**src/rtl/eq_gain_sequencer_pkg.sv**
```systemverilog
// Shared constants for the EQ gain sequencer: state encoding and
// register bit positions, also consumed by software header generation.
package eq_gain_sequencer_pkg;

  typedef enum logic [1:0] {
    ST_IDLE  = 2'd0,
    ST_ARMED = 2'd1,
    ST_WRITE = 2'd2,
    ST_DONE  = 2'd3
  } state_t;

  localparam int CTRL_TRIG_BIT  = 31;
  localparam int CTRL_CLR_BIT   = 30;
  localparam int CTRL_START_LO  = 20;
  localparam int CTRL_STOP_LO   = 0;
  localparam int CTRL_RANGE_W   = 10;

  localparam int STAT_BUSY_BIT  = 31;
  localparam int STAT_OVR_BIT   = 30;
  localparam int STAT_STATE_LO  = 28;
  localparam int STAT_CNT_LO    = 0;
  localparam int STAT_CNT_W     = 16;

endpackage

```
**src/rtl/eq_gain_addr_gen.sv**
```systemverilog
// Range latch and modulo-2^CHAN_BITS channel counter.
// Ports: i_latch captures start/stop, i_load/i_inc drive o_addr,
// o_last flags the counter sitting on the latched stop channel.
module eq_gain_addr_gen
  import eq_gain_sequencer_pkg::*;
#(
  parameter int CHAN_BITS = 10
) (
  input  logic                 i_clk,
  input  logic                 i_rst_n,
  input  logic                 i_latch,
  input  logic [CHAN_BITS-1:0] i_start,
  input  logic [CHAN_BITS-1:0] i_stop,
  input  logic                 i_load,
  input  logic                 i_inc,
  output logic [CHAN_BITS-1:0] o_addr,
  output logic                 o_last
);

  logic [CHAN_BITS-1:0] r_start;
  logic [CHAN_BITS-1:0] r_stop;
  logic [CHAN_BITS-1:0] r_cnt;

  always_ff @(posedge i_clk or negedge i_rst_n) begin
    if (!i_rst_n) begin
      r_start <= '0;
      r_stop  <= '0;
      r_cnt   <= '0;
    end else begin
      if (i_latch) begin
        r_start <= i_start;
        r_stop  <= i_stop;
      end
      // Natural overflow gives the 1023->0 wrap.
      if (i_load)
        r_cnt <= r_start;
      else if (i_inc)
        r_cnt <= r_cnt + 1'b1;
    end
  end

  assign o_addr = r_cnt;
  assign o_last = (r_cnt == r_stop);

endmodule

```
**src/rtl/eq_gain_sequencer.sv**
```systemverilog
// Loads one gain into a contiguous (wrapping) channel range of the
// coefficient RAM, one write per cycle, started by a frame sync.
// Ports: ctrl_reg/gain_reg software words, sync_in frame pulse,
// coeff_we/addr/data RAM write port, status readback.
module eq_gain_sequencer
  import eq_gain_sequencer_pkg::*;
#(
  parameter int CHAN_BITS = 10,
  parameter int GAIN_W    = 16
) (
  input  logic                 user_clk,
  input  logic                 user_rst_n,
  input  logic [31:0]          ctrl_reg,
  input  logic [31:0]          gain_reg,
  input  logic                 sync_in,
  output logic                 coeff_we,
  output logic [CHAN_BITS-1:0] coeff_addr,
  output logic [GAIN_W-1:0]    coeff_data,
  output logic [31:0]          status
);

  logic [1:0]        r_rst_sync;
  logic              w_rst_n;
  logic              r_init;
  logic              r_trig_q;
  logic              r_trig_p;
  logic              r_clr_q;
  logic              r_clr_p;
  logic              w_trig_edge;
  logic              w_clr_edge;
  state_t            r_state;
  logic              r_we;
  logic [GAIN_W-1:0] r_data;
  logic [GAIN_W-1:0] r_gain;
  logic              r_ovr;
  logic [15:0]       r_cnt;
  logic              w_latch;
  logic              w_load;
  logic              w_inc;
  logic              w_last;
  logic              w_busy;
  logic              w_unused;

  // Assert immediately, release on a clock edge.
  always_ff @(posedge user_clk or negedge user_rst_n) begin
    if (!user_rst_n)
      r_rst_sync <= 2'b00;
    else
      r_rst_sync <= {r_rst_sync[0], 1'b1};
  end

  assign w_rst_n = r_rst_sync[1];

  // On the first edge after reset the previous-value registers copy
  // the live bit, so a level already high is not seen as an edge.
  always_ff @(posedge user_clk or negedge w_rst_n) begin
    if (!w_rst_n) begin
      r_init   <= 1'b0;
      r_trig_q <= 1'b0;
      r_trig_p <= 1'b0;
      r_clr_q  <= 1'b0;
      r_clr_p  <= 1'b0;
    end else begin
      r_init   <= 1'b1;
      r_trig_q <= ctrl_reg[CTRL_TRIG_BIT];
      r_clr_q  <= ctrl_reg[CTRL_CLR_BIT];
      r_trig_p <= r_init ? r_trig_q : ctrl_reg[CTRL_TRIG_BIT];
      r_clr_p  <= r_init ? r_clr_q  : ctrl_reg[CTRL_CLR_BIT];
    end
  end

  assign w_trig_edge = r_trig_q & ~r_trig_p;
  assign w_clr_edge  = r_clr_q  & ~r_clr_p;
  assign w_busy      = (r_state != ST_IDLE);

  assign w_latch = (r_state == ST_IDLE)  && w_trig_edge;
  assign w_load  = (r_state == ST_ARMED) && sync_in;
  assign w_inc   = (r_state == ST_WRITE) && !w_last;

  eq_gain_addr_gen #(
    .CHAN_BITS (CHAN_BITS)
  ) u_addr_gen (
    .i_clk   (user_clk),
    .i_rst_n (w_rst_n),
    .i_latch (w_latch),
    .i_start (ctrl_reg[CTRL_START_LO +: CHAN_BITS]),
    .i_stop  (ctrl_reg[CTRL_STOP_LO  +: CHAN_BITS]),
    .i_load  (w_load),
    .i_inc   (w_inc),
    .o_addr  (coeff_addr),
    .o_last  (w_last)
  );

  always_ff @(posedge user_clk or negedge w_rst_n) begin
    if (!w_rst_n) begin
      r_state <= ST_IDLE;
      r_we    <= 1'b0;
      r_data  <= '0;
      r_gain  <= '0;
      r_ovr   <= 1'b0;
      r_cnt   <= '0;
    end else begin
      // Setting wins over a coincident clear.
      if (w_trig_edge && w_busy)
        r_ovr <= 1'b1;
      else if (w_clr_edge)
        r_ovr <= 1'b0;
      unique case (r_state)
        ST_IDLE: begin
          if (w_trig_edge) begin
            r_gain  <= gain_reg[GAIN_W-1:0];
            r_state <= ST_ARMED;
          end
        end
        ST_ARMED: begin
          if (sync_in) begin
            r_we    <= 1'b1;
            r_data  <= r_gain;
            r_state <= ST_WRITE;
          end
        end
        ST_WRITE: begin
          if (w_last) begin
            r_we    <= 1'b0;
            r_state <= ST_DONE;
          end
        end
        ST_DONE: begin
          r_cnt   <= r_cnt + 16'd1;
          r_state <= ST_IDLE;
        end
        default: r_state <= ST_IDLE;
      endcase
    end
  end

  assign coeff_we   = r_we;
  assign coeff_data = r_data;

  assign status = {w_busy, r_ovr, r_state, 12'h000, r_cnt};

  assign w_unused = ^{ctrl_reg, gain_reg};

endmodule

```
**config.mk**
```make
export PLATFORM = sky130hd
export DESIGN_NAME = eq_gain_sequencer
export DESIGN_NICKNAME = d
export VERILOG_FILES = /design/src/rtl/eq_gain_sequencer_pkg.sv /design/src/rtl/eq_gain_addr_gen.sv /design/src/rtl/eq_gain_sequencer.sv
export SDC_FILE = /design/constraint.sdc
export NUM_CORES = 1
export LEC_CHECK = 0
export ABC_AREA = 1
export ABC_CLOCK_PERIOD_IN_PS = 3100
export BUFFER_PORTS_ARGS = -buffer_cell sky130_fd_sc_hd__buf_2
export CORE_MARGIN = 5
export CORE_UTILIZATION = 45
export DETAILED_ROUTE_END_ITERATION = 10
export GPL_ROUTABILITY_DRIVEN = 0
export PLACE_DENSITY = 0.71
export SLEW_MARGIN = 20
export SYNTH_ARGS = -nofsm -noshare
export SYNTH_HDL_FRONTEND = slang
export SYNTH_SLANG_ARGS = --single-unit
export TNS_END_PERCENT = 50
```
**constraint.sdc**
```tcl
create_clock -name user_clk -period 3.1 [get_ports user_clk]
set_input_delay 0 -clock user_clk [delete_from_list [all_inputs] [get_ports user_clk]]
set_output_delay 0 -clock user_clk [all_outputs]
set_load 0.1 [all_outputs]
```
==> results.cfg, run 1 <==
[drt]
drc = 0
drtAntennaViolNets = 0
vias_per_cell = 4.735
vias = 3149
drtPass1Iterations = 4
drtIter0Drc = 118
wire_per_inst_um = 13.34
totalWireLength_um = 8871

[setup_path]
crit_type = reg2reg
crit_chain = inv_1, ha_1, nand3_2, buf_4, nor2_1, a21oi_1
worstSetupEndpointType = flip-flop
r2r_end = u_addr_gen.r_stop[3]$_DFFE_PN0P_
reg2regPathDepth = 6
crit_fanout = 36
r2r-start = r_state[0]$_DFFE_PN0P_
critPathMaxStageDelay_ns = 0.72
start_kind = flip-flop
cp_slowest_cell = nand3_2
cp_data_required_time_ns = 3.35
cp.arrival_ns = 2.48
r2r_slack_ns = 0.87

[placement]
io_buffer_count = 87
placed_cell_area_um2 = 4662
dp_hpwl_um = 6072

[synth]
synthTopCellsByCount = nand2_1 (114), dfrtp_1 (89), inv_1 (31)
async_flop_share_pct = 100.0
postSynthCellCount = 419
syn_area_um2 = 4166
yosysUniqueCellTypes = 37
yosysTopAreaCell = dfrtp_1
yosysSeqAreaShare_pct = 53.45
synth_most_common_cell = nand2_1
synth_edf_count = 0
synth.top_cell.area_share_pct = 53.45
synth_area_leaders = dfrtp_1 (53%), nand2_1 (10%), mux2_2 (7.3%)
avgSynthCellArea_um2 = 9.944
synth-seq-cells = 89
synth_flop_cell = dfrtp_1
yosysWarnings = 0

[sta]
min_period_ns = 2.231
slew_violations = 0
relSlewSlack_pct = 40.17
tns_ns = 0
timing_worst_slew_pin_value_ns = 0.8964
fmax_ghz = 0.4481
hold_viol_final = 0
fin_crit_sh_pct = 71.98
setup_viol = 0
finClkSkew_ns = 0.01489
rsz0062_at_grt = false

[global_route]
globalRouteOverflowTotal = 0
grt_pass1_vias = 3234
grt_pass1_wl_um = 15350
grt_util_all_layers_pct = 16.87
grt_max_degree = 45
antenna_found_initial = 0

[clocking]
cts_buffers = 9
h-tree-depth = 3
cts-root-buf = clkbuf_8
path_clk_slew_ns = 0.09
cts_setup_buffers = 0
clk_path_buf_depth = 2
cts_tree = yes
clock_sinks = 89
clk_latency_ns = 0.35

[floorplan]
die_w_um = 106.2
start_util_pct = 45.52
dieArea_um2 = 11280
rows = 35
core_area_um2 = 9153
die_h_um = 106.2
num_io_pins = 126

[finish]
antenna_cells = 0
drive_above_1_share_pct = 30.32
fillCellCount = 793
fin_area_um2 = 5308
area_growth_pct = 27.39
nNetsFinal = 623

[power]
power_frac_comb_pct = 52.1
vdd.ir_drop.worst_mv = 0.8357
p_leak_nw = 2.774
power.density_nw_per_um2 = 1152
pwr-share-clk_pct = 15.8
p_switching_mw = 3.216
switching_share_pct = 52.61
internal_power_mw = 2.898
p_seq_share_pct = 32.1

[min_path]
hold_end = coeff_we$_DFFE_PN0P_
min_from = sync_in
hp-class = in2reg
whs_path_depth = 5

[job]
drv_cap = 0

[run_status]
status = finished clean
-- power by group through the flow --
stage               Clock, mW  Sequential (mW)  Combinational [mW]
global route             1.06             2.04                3.40
global placement            0             1.96                3.09
finish                  0.968             1.96                3.18
floorplan                   0             3.36                1.27
CTS                      1.01             1.96                3.21
detailed placement          0             1.98                3.16
-- area by class of cell --
class | instances | area [µm²] | area share [%]
clock buffers | 9 | 123.9 | 2.334
clock inverters | 7 | 121.4 | 2.287
inverters | 35 | 131.4 | 2.475
multi-input cells | 282 | 1688 | 31.80
flip-flops and latches | 89 | 2231 | 42.03
well taps | 111 | 138.9 | 2.617
repair buffers | 132 | 873.3 | 16.45
-- registers in the layout, summed over array words and instances (netlist names), 2 cells and up --
register / count
coeff_data: 16
r_cnt: 16
r_gain: 16
u_addr_gen.o_addr: 10
u_addr_gen.r_start: 10
u_addr_gen.r_stop: 10
r_rst_sync: 2
r_state: 2
-- routing by layer --
metal  GRT usage [%]  routed length, µm  vias up
met5               0                  0        -
met4           5.365                 88        0
met3           4.736                539        8
met2           28.46               4354       82
met1           20.92               3889     1494
li1                -                  -     1565
-- worst max path at each step --
stage,start,to,slack (ns),cells after the start
detailed placement,r_state[0]$_DFFE_PN0P_,u_addr_gen.r_stop[3]$_DFFE_PN0P_,0.83,6
global placement,r_state[0]$_DFFE_PN0P_,u_addr_gen.r_stop[3]$_DFFE_PN0P_,0.87,6
global route,r_state[0]$_DFFE_PN0P_,u_addr_gen.r_start[2]$_DFFE_PN0P_,0.68,6
floorplan,r_rst_sync[1]$_DFF_PN0_,coeff_data[0]$_DFFE_PN0P_,0.44,0
finish,r_state[0]$_DFFE_PN0P_,u_addr_gen.r_stop[3]$_DFFE_PN0P_,0.87,6
CTS,r_state[0]$_DFFE_PN0P_,u_addr_gen.r_stop[3]$_DFFE_PN0P_,0.81,6
-- metrics by stage --
stage | worst slack, ns | total power [mW] | hold WS, ns | util, % | std cells
6_report | 0.8685 | 6.114 | 0.09625 | 57.99 | 665
5_1_grt | 0.6840 | 6.495 | 0.1354 | 57.99 | 665
4_1_cts | 0.8135 | 6.179 | 0.07865 | 57.99 | 665
3_5_place_dp | 0.8264 | 5.143 | -0.2137 | 50.94 | 609
3_3_place_gp | 0.8747 | 5.050 | -0.2153 | 50.94 | 609
2_1_floorplan | 0.4375 | 4.629 | -0.2956 | - | 431
-- logic make-up (layout without fill, tap and decap cells) --
kind of cell | Yosys count | after routing | synth area share (%)
AO/OA/AOI/OAI | 33 | 33 | 4.655
adder cells (fa/ha/maj) | 7 | 7 | 2.102
XOR/XNOR | 23 | 23 | 5.015
multiplexers | 27 | 27 | 7.297
other | 2 | 14 | 0.1802
AND/OR/NAND/NOR | 178 | 178 | 20.18
flip-flops | 89 | 89 | 53.45
buffers and inverters | 60 | 183 | 7.117
-- layout by cell type (no fill, tap or decap), drive strengths merged, types with 9 or more instances in the layout --
cell	n
a21oi	13
inv	38
xor2	14
clkbuf	9
xnor2	9
nor2	22
dfrtp	89
nand2	120
conb	14
mux2	27
buf	92
dlygate4sd3	40
nand3	15
o21ai	18
-- what timing repair did --
action,CTS,global route
endpoints found under the hold margin,42,0
gates resized for setup,0,0
hold buffers,40,0
-- worst max-delay path, delay by kind of cell, from the launching register on --
kind                     cells  cell delay [ns]
buffers and inverters        2             0.58
flip-flops                   1             0.43
AND/OR/NAND/NOR              2             0.82
AO/OA/AOI/OAI                1             0.06
adder cells (fa/ha/maj)      1             0.24
No activity file was read; power rests on OpenSTA's default activity.
==> run 2, diff against run 1 <==
Settings changed: ABC_AREA 1 to 0, ABC_CLOCK_PERIOD_IN_PS 3100 to 2250, PLACE_DENSITY 0.71 to 0.72.
Clock period 3.1 ns to 2.25 ns, I/O delays scaled along.
==> run 2 against run 1 <==
Synthesized cell count decreased by 19%. Hold slack got worse by 0.012 ns. Area after synthesis decreased by 5.1%. Power increased by 33%. Global-route usage decreased by 0.17 points. Critical path type unchanged. Largest cell class unchanged. Highest routed layer unchanged.
==> results.cfg, run 2 <==
[run_status]
status = finished clean

[floorplan]
core_area_um2 = 8636
die_w_um = 103.7
start_util_pct = 45.78
rows = 34
num_io_pins = 126
dieArea_um2 = 10760
die_h_um = 103.7

[synth]
postSynthCellCount = 338
synthTopCellsByCount = dfrtp_1 (89), nand2_1 (71), mux2_2 (39)
synth-seq-cells = 89
yosysSeqAreaShare_pct = 56.33
yosysUniqueCellTypes = 42
avgSynthCellArea_um2 = 11.70
synth_most_common_cell = dfrtp_1
synth.top_cell.area_share_pct = 56.33
synth_flop_cell = dfrtp_1
yosysWarnings = 0
async_flop_share_pct = 100.0
synth_edf_count = 0
synth_area_leaders = dfrtp_1 (56%), mux2_2 (11%), nand2_1 (6.7%)
yosysTopAreaCell = dfrtp_1
syn_area_um2 = 3954

[sta]
fmax_ghz = 0.4742
fin_crit_sh_pct = 93.73
rsz0062_at_grt = false
hold_viol_final = 0
slew_violations = 0
timing_worst_slew_pin_value_ns = 0.8914
min_period_ns = 2.109
relSlewSlack_pct = 40.58
setup_viol = 0
finClkSkew_ns = 0.008248

[setup_path]
critPathMaxStageDelay_ns = 0.70
crit_family = simple AND/OR/NAND/NOR gates
reg2regPathDepth = 5
crit_top_cell = inv_1
cp_slowest_cell = or2_2
crit_chain = inv_1, ha_1, inv_1, or2_2, mux2_2
cp.arrival_ns = 2.35
critical_path_depth = 5
crit_type = reg2reg
start_kind = flip-flop
worstSetupEndpointType = flip-flop
r2r_slack_ns = 0.14
worst-path-buf-inv = 2
cp_data_required_time_ns = 2.49
crit_fanout = 36

[clocking]
path_clk_slew_ns = 0.10
h-tree-depth = 3
cts_setup_buffers = 0
clock_sinks = 89
clk_latency_ns = 0.36
cts-root-buf = clkbuf_8
cts_buffers = 9
cts_tree = yes
clk_path_buf_depth = 2

[power]
vdd.ir_drop.worst_mv = 1.105
p_leak_nw = 2.469
power.density_nw_per_um2 = 1589

[finish]
utilization_pct = 59.23
area_growth_pct = 29.37
nNetsFinal = 550
antenna_cells = 0
drive_above_1_share_pct = 34.72
layout_commonest_cell = dfrtp_1
final_cells = 589
fin_area_um2 = 5115
final_cell_mix = dfrtp_1 (88), buf_2 (87), nand2_1 (71)

[drt]
drc = 0
drtPass1Iterations = 4
wire_per_inst_um = 14.38
drtAntennaViolNets = 0
vias_per_cell = 4.849
vias = 2856
totalWireLength_um = 8472
drtIter0Drc = 70

[global_route]
grt_pass1_wl_um = 14910
grt_max_degree = 51
grt_util_all_layers_pct = 16.70
globalRouteOverflowTotal = 0
antenna_found_initial = 0
grt_pass1_vias = 3104

[job]
drv_cap = 0

[min_path]
hp-class = in2reg
whs_path_depth = 4

[placement]
placed_cell_area_um2 = 4529
dp_cells = 533
dp_hpwl_um = 5746
io_buffer_count = 87
-- run 2: cell count changes after synthesis, sizes merged, moves of 3 or more --
cell	previous run	this run
a21oi	13	3
mux2i	0	3
nor2	22	7
nand2	120	71
mux2	27	41
and3	1	4
buf	21	18
inv	35	6
and2	0	3
o21ai	18	7
xnor2	9	15
a31oi	0	4
-- run 2: worst min-delay path, stage by stage --
cell and delay, ns:
buf_2 0.09, nand2b_1 0.12, nand2_1 0.08, o21ai_1 0.11
-- run 2: cell type report --
type,instances,area (µm²)
clock buffers,9,123.9
clock inverters,7,61.31
fillers,698,3521
inverters,6,22.52
multi-input cells,231,1603
flip-flops and latches,89,2231
well taps,108,135.1
repair buffers,139,938.4
-- run 2: path summary, 6_finish.rpt --
check / start / to
hold / removal: sync_in / coeff_we$_DFFE_PN0P_
setup / recovery: r_state[0]$_DFFE_PN0P_ / u_addr_gen.r_stop[6]$_DFFE_PN0P_
max in group asynchronous: r_rst_sync[1]$_DFF_PN0_ / u_addr_gen.o_addr[6]$_DFFE_PN0P_
setup reg to reg: r_state[0]$_DFFE_PN0P_ / u_addr_gen.r_stop[6]$_DFFE_PN0P_
min in group asynchronous: r_rst_sync[1]$_DFF_PN0_ / r_trig_p$_DFF_PN0_
hold reg to reg: r_rst_sync[1]$_DFF_PN0_ / r_trig_p$_DFF_PN0_
-- run 2: metrics by stage --
stage / total power, mW / hold WS, ns / setup slack, ns / TNS [ns]
2_1_floorplan: 6.268 / -0.2956 / -0.3062 / -11.33
3_3_place_gp: 6.968 / -0.2104 / 0.1526 / 0
3_5_place_dp: 7.069 / -0.2111 / 0.1154 / 0
4_1_cts: 8.192 / 0.06141 / 0.09358 / 0
5_1_grt: 8.597 / 0.08692 / 0.009840 / 0
6_report: 8.128 / 0.08384 / 0.1411 / 0
-- run 2: power by group --
group | internal [mW] | switching (mW) | total, mW
clock | 0.427 | 0.629 | 1.06
combinational | 1.16 | 3.24 | 4.40
sequential | 2.22 | 0.445 | 2.67
-- run 2: timing repair --
action,CTS,global route
endpoints found under the hold margin,42,0
hold buffers,40,0
resized for setup,0,0
-- run 2: cells by family (layout without fill, tap and decap cells) --
group | count (synthesis) | after routing | share of synthesized area, %
adders and majority gates | 7 | 7 | 2.215
buffers and inverters | 30 | 161 | 4.272
other | 2 | 14 | 0.1899
AOI/OAI and AO/OA | 18 | 18 | 3.291
xor gates and xnor gates | 28 | 28 | 6.393
and+or+nand+nor | 120 | 120 | 14.68
DFF | 89 | 89 | 56.33
muxes | 44 | 44 | 12.63
-- run 2: metal layers --
metal  track usage, %  vias up  share of wire [%]
met5                0        -                  0
met4            3.608        0               0.89
met3            5.970        7                7.7
met2            28.51       97                 49
met1            20.35     1376                 42
li1                 -     1376                  -
